### config.mk
export PLATFORM = sky130hd
export DESIGN_NAME = fft_frame_buf
export DESIGN_NICKNAME = d
export VERILOG_FILES = /design/src/rtl/fft_frame_buf_pkg.sv /design/src/rtl/fft_frame_bank.sv /design/src/rtl/fft_frame_buf.sv
export SDC_FILE = /design/constraint.sdc
export NUM_CORES = 1
export LEC_CHECK = 0
export BUFFER_PORTS_ARGS = -buffer_cell sky130_fd_sc_hd__buf_2
export CAP_MARGIN = 20
export CORE_MARGIN = 1
export CORE_UTILIZATION = 50
export DETAILED_ROUTE_END_ITERATION = 8
export PLACE_DENSITY = 0.68
export SLEW_MARGIN = 15
export SYNTH_ARGS = -nofsm -noshare
export SYNTH_HDL_FRONTEND = slang
export SYNTH_SLANG_ARGS = --single-unit
export TNS_END_PERCENT = 30
### constraint.sdc
create_clock -name clk -period 3.3 [get_ports clk]
set_input_delay 0.33 -clock clk [delete_from_list [all_inputs] [get_ports clk]]
set_output_delay 0.33 -clock clk [all_outputs]
set_load 0.01 [all_outputs]
### src/rtl/fft_frame_buf_pkg.sv
// Shared system definitions for the FIR -> frame buffer -> FFT chain.
// Holds sample/frame geometry and the FSM and bank-status encodings.
package fft_frame_buf_pkg;

  localparam int unsigned SYS_DW         = 16;
  localparam int unsigned SYS_FRAME_LEN  = 16;
  localparam int unsigned SYS_NUM_FRAMES = 64;
  localparam int unsigned FRAME_IDX_W    = 6;

  typedef enum logic [1:0] {
    ST_IDLE = 2'd0,
    ST_RUN  = 2'd1,
    ST_DONE = 2'd2
  } fsm_state_t;

  typedef enum logic [1:0] {
    BK_EMPTY   = 2'd0,
    BK_FILLING = 2'd1,
    BK_FULL    = 2'd2
  } bank_st_t;

  // Index width for an n-entry bank, never below one bit.
  function automatic int unsigned idx_w(input int unsigned n);
    return (n > 1) ? 32'($clog2(n)) : 32'd1;
  endfunction

endpackage

### src/rtl/fft_frame_bank.sv
// One frame bank: FRAME_LEN x DW registers, single write port, full parallel read-out.
// Word k sits at bits [DW*k +: DW] of o_data.
module frame_bank
  import fft_frame_buf_pkg::*;
#(
  parameter int unsigned DW        = SYS_DW,
  parameter int unsigned FRAME_LEN = SYS_FRAME_LEN
) (
  input  logic                          clk,
  input  logic                          rst,
  input  logic                          i_we,
  input  logic [idx_w(FRAME_LEN)-1:0]   i_idx,
  input  logic [DW-1:0]                 i_d,
  output logic [DW*FRAME_LEN-1:0]       o_data
);

  logic [FRAME_LEN-1:0][DW-1:0] r_mem;

  always_ff @(posedge clk or negedge rst) begin
    if (!rst) begin
      r_mem <= '0;
    end else if (i_we) begin
      r_mem[i_idx] <= i_d;
    end
  end

  assign o_data = r_mem;

endmodule

### src/rtl/fft_frame_buf.sv
// Ping-pong frame buffer between a non-stallable FIR stream and the FFT.
// Fills banks A/B alternately, presents full frames in order, drops samples on overflow.
module fft_frame_buf
  import fft_frame_buf_pkg::*;
#(
  parameter int unsigned DW         = SYS_DW,
  parameter int unsigned FRAME_LEN  = SYS_FRAME_LEN,
  parameter int unsigned NUM_FRAMES = SYS_NUM_FRAMES
) (
  input  logic                          clk,
  input  logic                          rst,
  input  logic                          fir_valid,
  input  logic [DW-1:0]                 fir_d,
  output logic                          frame_valid,
  input  logic                          frame_ready,
  output logic [DW*FRAME_LEN-1:0]       frame_d,
  output logic [FRAME_IDX_W-1:0]        frame_idx,
  output logic                          done,
  output logic                          overflow
);

  localparam int unsigned IW = idx_w(FRAME_LEN);
  localparam int unsigned FW = DW * FRAME_LEN;
  localparam logic [IW-1:0]          LAST_IDX   = IW'(FRAME_LEN - 1);
  localparam logic [FRAME_IDX_W-1:0] LAST_FRAME = FRAME_IDX_W'(NUM_FRAMES - 1);

  fsm_state_t              r_state, w_state_nxt;
  bank_st_t                r_bank_st [2];
  bank_st_t                w_bank_st_nxt [2];
  logic                    r_wr_bank, w_wr_bank_nxt;
  logic                    r_rd_bank, w_rd_bank_nxt;
  logic [IW-1:0]           r_wr_idx, w_wr_idx_nxt;
  logic [FRAME_IDX_W-1:0]  r_frame_idx, w_frame_idx_nxt;
  logic                    r_frame_valid, w_frame_valid_nxt;
  logic                    r_overflow, w_overflow_nxt;
  logic                    r_done, w_done_nxt;
  logic                    w_we_a, w_we_b;
  logic                    w_xfer, w_last_xfer, w_target_rel;
  logic [FW-1:0]           w_data_a, w_data_b;

  assign w_xfer       = r_frame_valid & frame_ready;
  assign w_last_xfer  = w_xfer & (r_frame_idx == LAST_FRAME);
  assign w_target_rel = w_xfer & (r_rd_bank == r_wr_bank);

  frame_bank #(.DW(DW), .FRAME_LEN(FRAME_LEN)) u_bank_a (
    .clk    (clk),
    .rst    (rst),
    .i_we   (w_we_a),
    .i_idx  (r_wr_idx),
    .i_d    (fir_d),
    .o_data (w_data_a)
  );

  frame_bank #(.DW(DW), .FRAME_LEN(FRAME_LEN)) u_bank_b (
    .clk    (clk),
    .rst    (rst),
    .i_we   (w_we_b),
    .i_idx  (r_wr_idx),
    .i_d    (fir_d),
    .o_data (w_data_b)
  );

  always_ff @(posedge clk or negedge rst) begin
    if (!rst) begin
      r_state <= ST_IDLE;
    end else begin
      r_state <= w_state_nxt;
    end
  end

  always_comb begin
    w_state_nxt = r_state;
    unique case (r_state)
      ST_IDLE: if (fir_valid)   w_state_nxt = ST_RUN;
      ST_RUN:  if (w_last_xfer) w_state_nxt = ST_DONE;
      ST_DONE: w_state_nxt = ST_IDLE;
      default: w_state_nxt = ST_IDLE;
    endcase
  end

  // Release is applied before the write so a sample can land in a bank freed this cycle.
  always_comb begin
    w_bank_st_nxt     = r_bank_st;
    w_wr_bank_nxt     = r_wr_bank;
    w_rd_bank_nxt     = r_rd_bank;
    w_wr_idx_nxt      = r_wr_idx;
    w_frame_idx_nxt   = r_frame_idx;
    w_overflow_nxt    = r_overflow;
    w_we_a            = 1'b0;
    w_we_b            = 1'b0;
    w_done_nxt        = (w_state_nxt == ST_DONE);

    if (w_xfer) begin
      w_bank_st_nxt[r_rd_bank] = BK_EMPTY;
      w_rd_bank_nxt            = ~r_rd_bank;
      w_frame_idx_nxt          = r_frame_idx + FRAME_IDX_W'(1);
    end

    if (w_last_xfer) begin
      w_bank_st_nxt[0] = BK_EMPTY;
      w_bank_st_nxt[1] = BK_EMPTY;
      w_wr_bank_nxt    = 1'b0;
      w_rd_bank_nxt    = 1'b0;
      w_wr_idx_nxt     = '0;
      w_frame_idx_nxt  = '0;
    end else if (fir_valid) begin
      if ((r_bank_st[r_wr_bank] == BK_FULL) && !w_target_rel) begin
        w_overflow_nxt = 1'b1;
      end else begin
        w_we_a = ~r_wr_bank;
        w_we_b = r_wr_bank;
        if (r_wr_idx == LAST_IDX) begin
          w_bank_st_nxt[r_wr_bank] = BK_FULL;
          w_wr_idx_nxt             = '0;
          w_wr_bank_nxt            = ~r_wr_bank;
        end else begin
          w_bank_st_nxt[r_wr_bank] = BK_FILLING;
          w_wr_idx_nxt             = r_wr_idx + IW'(1);
        end
      end
    end

    w_frame_valid_nxt = (w_bank_st_nxt[w_rd_bank_nxt] == BK_FULL);
  end

  always_ff @(posedge clk or negedge rst) begin
    if (!rst) begin
      r_bank_st[0]  <= BK_EMPTY;
      r_bank_st[1]  <= BK_EMPTY;
      r_wr_bank     <= 1'b0;
      r_rd_bank     <= 1'b0;
      r_wr_idx      <= '0;
      r_frame_idx   <= '0;
      r_frame_valid <= 1'b0;
      r_overflow    <= 1'b0;
      r_done        <= 1'b0;
    end else begin
      r_bank_st     <= w_bank_st_nxt;
      r_wr_bank     <= w_wr_bank_nxt;
      r_rd_bank     <= w_rd_bank_nxt;
      r_wr_idx      <= w_wr_idx_nxt;
      r_frame_idx   <= w_frame_idx_nxt;
      r_frame_valid <= w_frame_valid_nxt;
      r_overflow    <= w_overflow_nxt;
      r_done        <= w_done_nxt;
    end
  end

  assign frame_valid = r_frame_valid;
  assign frame_d     = r_rd_bank ? w_data_b : w_data_a;
  assign frame_idx   = r_frame_idx;
  assign done        = r_done;
  assign overflow    = r_overflow;

endmodule
==> After elaboration in Yosys (flattened, before gate mapping) <==
Cells that the tools add are included.
W data, S select, Z words.
{ "word_totals": {"regBits": 533, "input_bits": 20, "output_inout_bits": 265, "elab_cells": 129} }
{ "op_classes": {"addsub": 2, "n_lt_le_gt_ge": 7, "n_eq_ne": 8, "muxes": 41, "bitwise_logic": 17, "reduce_logical": 12} }
{ "ops": {"columns": ["operator", "n"], "rows": [
  ["$bwmux W256", 2],
  ["$mux W256", 1],
  ["$demux W16 S4", 1],
  ["$mux W4", 9],
  ["$mux W2", 10],
  ["$mux W16", 1],
  ["$mux W1", 12],
  ["$mux W6", 2],
  ["$add A6 B1 Y6 const B", 1],
  ["$eq A2 B2 Y1 const B", 3],
  ["$eq A6 B6 Y1 const B", 1],
  ["$ge A2 B2 Y1 const B", 3],
  ["$not A1 Y2", 3],
  ["$reduce_and A3 Y1", 2],
  ["$reduce_bool A2 Y1", 3],
  ["$lt A4 B5 Y1 const B", 1],
  ["$add A4 B1 Y4 const B", 1],
  ["$and A2 B2 Y2", 2],
  ["$and A4 B4 Y4", 1],
  ["$demux W2 S1", 2],
  ["$eq A4 B4 Y1 const B", 1],
  ["$ge A4 B1 Y1 const B", 1],
  ["$logic_and A1 B1 Y1", 4],
  ["$lt A2 B1 Y1 const B", 2],
  ["other kinds (12)", 18]
]} }

==> Longest topological paths before layout <==
{ "depth": {"depth_word": 17, "depth_mapped": 9, "mapped_depth_nobuf": 5} }

==> Hierarchy <==
A second synthesis with hierarchy kept.
{ "hier_totals": {"cells_unflattened": 1535, "hier_area_um2": 23274.8} }
{ "modules_own_cells": {"columns": ["module", "instances", "cells_each", "area_each_um2", "seq_area_each_um2"], "rows": [
  ["frame_bank (u_bank_a)", 1, 573, 9606.7, 6406.1],
  ["frame_bank (u_bank_b)", 1, 573, 9582.9, 6406.1],
  ["fft_frame_buf", 1, 389, 4085.2, 525.5]
]} }

==> Worst setup path before layout <==
OpenSTA, ideal clock, no wires.
{ "synth_timing": {"path_type": "register -> register", "from": "register r_frame_idx[0] (netlist: frame_idx[0])", "to": "register u_bank_b.r_mem (netlist bit u_bank_b.o_data[133])", "setup_time_ps": 125, "arrival_time_ps": 2336, "required_time_ps": 3175, "setup_slack_ps": 839, "stages_incl_launch_ff": 10, "path_buffers": 4, "period_less_slack_ps": 2461, "path_cell_list": "dfrtp_1 -> ha_1 -> and4_1 -> buf_6 -> a22o_1 -> buf_6 -> buf_8 -> nor3_4 -> buf_8 -> mux2_4"} }
{ "synth_between": {"elab_chain_cells": 3} }
{ "synth_lines": {"columns": ["item", "line_no", "source"], "rows": [
  ["start, declared", "fft_frame_buf.sv:33", "logic [FRAME_IDX_W-1:0] r_frame_idx, w_frame_idx_nxt;"],
  ["start signal, assigned", "fft_frame_buf.sv:142", "r_frame_idx <= w_frame_idx_nxt;"],
  ["$eq A6 B6 Y1", "fft_frame_buf.sv:42", "assign w_last_xfer = w_xfer & (r_frame_idx == LAST_FRAME);"],
  ["$and A1 B1 Y1", "fft_frame_buf.sv:42", null],
  ["$mux W1", "fft_frame_buf.sv:99", "if (w_last_xfer) begin"],
  ["end signal, assigned by index", "fft_frame_bank.sv:23", "r_mem[i_idx] <= i_d;"],
  ["end, declared", "fft_frame_bank.sv:17", "logic [FRAME_LEN-1:0][DW-1:0] r_mem;"]
]} }
No other way between the ends.
A chain may end at the register's enable or synchronous reset.

==> Worst setup path after layout <==
{ "layout_timing": {"from": "register r_rd_bank", "to": "output port frame_d[196]"} }
{ "layout_between": {"elab_chain_cells": 1} }
{ "layout_lines": {"columns": ["item", "line_no", "source"], "rows": [
  ["start, declared", "fft_frame_buf.sv:31", "logic r_rd_bank, w_rd_bank_nxt;"],
  ["start signal, assigned", "fft_frame_buf.sv:140", "r_rd_bank <= w_rd_bank_nxt;"],
  ["$mux W256", "fft_frame_buf.sv:150", "assign frame_d = r_rd_bank ? w_data_b : w_data_a;"],
  ["end, declared", "fft_frame_buf.sv:16", "output logic [DW*FRAME_LEN-1:0] frame_d,"]
]} }
No other way between the ends.

==> impl_metrics.tcl <==
set metrics [dict create \
    crit_fanout 167 \
    finalSetupTns_ns 0 \
    clk_latency_ns 0.61 \
    worstPathRequired_ns 2.97 \
    yosysTopAreaCell "dfrtp_1" \
    drive_gt1_share_pct 63.5 \
    synthMuxAreaShare_pct 37.5 \
    fin_worst_skew_ns 0.0229 \
    rows 80 \
    dieHeight_microns 222 \
    finalHoldViolations 0 \
    synth-simple-area-share_pct 3.28 \
    clkTransAtPathRegs_ns 0.06 \
    period_minus_slack_ns 2.93 \
    area_growth_pct 15.4 \
    synth_fp_nets 1581 \
    synth-xor-area-share_pct 0.109 \
    crit_path_max_incr_delay_ns 0.64 \
    status "finished clean" \
    arrival_ns 2.60 \
    pwr_density_cell_nw_per_um2 965 \
    synth_top_cell_area_share_pct 55.2 \
    total_leakage_power_nw 13.7 \
    critPathTopFamily "buffers and inverters" \
    synth-compound-area-share_pct 0.787 \
    yosysSeqAreaShare_pct 55.2 \
    wl_per_cell_microns 23.2 \
    die-area_sq_um 49200 \
    slowest_stage "buf_12" \
    drt_iter0_drc 853 \
    antenna_found_initial 0 \
    final-instance-count-excl-fill 2462 \
    clock.fmax_mhz 342 \
    clock_sink_count 533 \
    gp_congestion 0.789 \
    die_w_microns 222 \
    hold_depth 3 \
    yosysWarnings 0 \
    grt_pass1_vias 14300 \
    maxCapViolCount 0 \
    overflow 0 \
    rsz0062_at_grt "no" \
    root_buffer "clkbuf_16" \
    vias 13700 \
    crit_type "reg2out" \
    crit_path_end_kind "output port" \
    syn_area_sq_um 24200 \
    cts_made_buffers 55 \
    worstPathCellList "buf_12 > mux2_2 > buf_2" \
    num_antenna_cells 0 \
    placed_cells 2358 \
    coreArea_sq_um 47700 \
    cp.buffers_inverters 2 \
    finalWirelength_mm 57.1 \
    synth_area_leaders "dfrtp_1 55%, mux2_2 30%, mux2_4 6.2%, mux2_1 1.6%, clkbuf_1 1.2%" \
    htree_levels 2 \
    async_flop_share_pct 100 \
    drv_slew 0 \
    postCtsSetupRepairBufs 0 \
    nets 1826 \
    start_util_pct 50.6 \
    dp_hpwl_mm 36.6 \
    synth.distinct_cells 51 \
    cts_tree "yes" \
    vdd_drop_max_mv 0.709 \
    synth_edf_count 0 \
    ios 285 \
    rr_worst_depth 6 \
    mostFrequentLayoutCells "635 x mux2_2, 532 x dfrtp_1, 283 x buf_2" \
    synthCells 1556 \
    tightest_slew_ns 1.11 \
    setup_viol 0 \
    yosys_most_used_dff "dfrtp_1" \
    final_common_cell "mux2_2" \
    worst_hold_path_type "in2reg" \
    path_depth 3 \
    fin_crit_sh_pct 88.7 \
    crit_path_start_kind "flop" \
    grt_pass1_wl_mm 88.7 \
    clk_path_buf_depth 3 \
    gr-usage-all-layers_pct 23.6 \
    synth_top_family_by_area "multiplexers" \
    drtAntennaViolNets 0 \
    grt_max_degree 168 \
    synth.avg_cell_area_sq_um 15.5 \
    portBuffers 284 \
    drc 0 \
    synth_fa_ha_area_share_pct 0.259 \
    first_pass_iters 4 \
    slew_headroom_pct 25.8 \
    vias_per_cell 5.55 \
    synth_seq_cells 533 \
]
-- metal layers --
metal | up-vias | wire length, microns | global-route usage, %
li1 | 6045 | - | -
met1 | 7285 | 25600 | 32.5
met2 | 263 | 27600 | 38.1
met3 | 83 | 2670 | 4.77
met4 | 0 | 1240 | 6.03
met5 | - | 0 | 0
-- kinds of logic (layout without fill, tap and decap cells) --
group | Yosys count | after routing
muxes | 771 | 771
DFF | 533 | 533
buffers and inverters | 131 | 422
and+or+nand+nor | 90 | 90
AOI/OAI and AO/OA | 23 | 23
adders and majority gates | 5 | 5
xor gates and xnor gates | 3 | 3
-- cell usage after synthesis (all sizes together), types with 2 or more instances --
| library cell | number |
|---|---|
| or3 | 2 |
| a21o | 3 |
| buf | 47 |
| and3 | 3 |
| nor3 | 18 |
| nand2 | 17 |
| xnor2 | 2 |
| ha | 5 |
| nand3 | 25 |
| o31ai | 3 |
| nor2 | 9 |
| a21oi | 3 |
| clkbuf | 78 |
| a31oi | 2 |
| mux2i | 2 |
| and2 | 4 |
| dfrtp | 533 |
| nor3b | 5 |
| o21a | 2 |
| mux2 | 769 |
| inv | 6 |
-- metrics by stage --
step,setup WS (ns),total power [W],utilization [%],cell area [sq um],hold WS [ns]
global placement,0.631,0.0204,54.5,26000,0.398
finish,0.374,0.0269,58.4,27900,0.0637
CTS,0.442,0.0272,58.4,27900,0.0279
detailed placement,0.538,0.0207,54.5,26000,0.408
floorplan,0.839,0.0171,-,24200,0.0344
global route,0.357,0.0283,58.4,27900,0.0792
-- worst reg2reg max path: stages, from the launching register on --
cell	delay, ns
dfrtp_1	0.43
ha_1	0.20
and4_1	0.38
a22o_1	0.19
buf_4	0.37
or2_1	0.65
mux2_2	0.42
-- state kept, by name, summed over array words and instances (netlist names) --
register,cells
r_bank_st,4
overflow,1
r_wr_idx,4
done,1
r_wr_bank,1
frame_valid,1
frame_idx,6
u_bank_b.o_data,256
r_rd_bank,1
u_bank_a.o_data,256
r_state,2
-- timing repair --
| action | in CTS | in global routing |
|---|---|---|
| hold buffers | 1 | 0 |
| gates resized for setup | 0 | 0 |
| hold endpoints to repair | 74 | 0 |
-- path summary, 6_finish.rpt --
kind,startpoint,end,slack [ns]
worst max-delay path,r_rd_bank,frame_d[196],0.37
worst min-delay path,frame_ready,frame_idx[2],0.06
worst max register to register,frame_idx[0],u_bank_b.o_data[255],0.54
worst min register to register,overflow,overflow,0.46
max in group asynchronous,rst,u_bank_a.o_data[28],2.05
min in group asynchronous,rst,u_bank_a.o_data[153],0.36
-- cell type report --
cell class	count	area, sq um
inverters	6	22.5
clock inverters	17	211
flip-flops and latches	533	13300
fillers	3774	19900
repair buffers	313	1760
multi-input cells	892	10100
well taps	615	769
clock buffers	86	1660
-- report_power, final --
part	leakage, nW	total, W	switching [W]	internal [W]
Clock	0.916	0.00635	0.00257	0.00378
Combinational	5.89	0.0100	0.00464	0.00539
Sequential	6.85	0.0105	0.00135	0.00919
Total	13.7	0.0269	0.00856	0.0184
(Power assumes the default switching activity.)
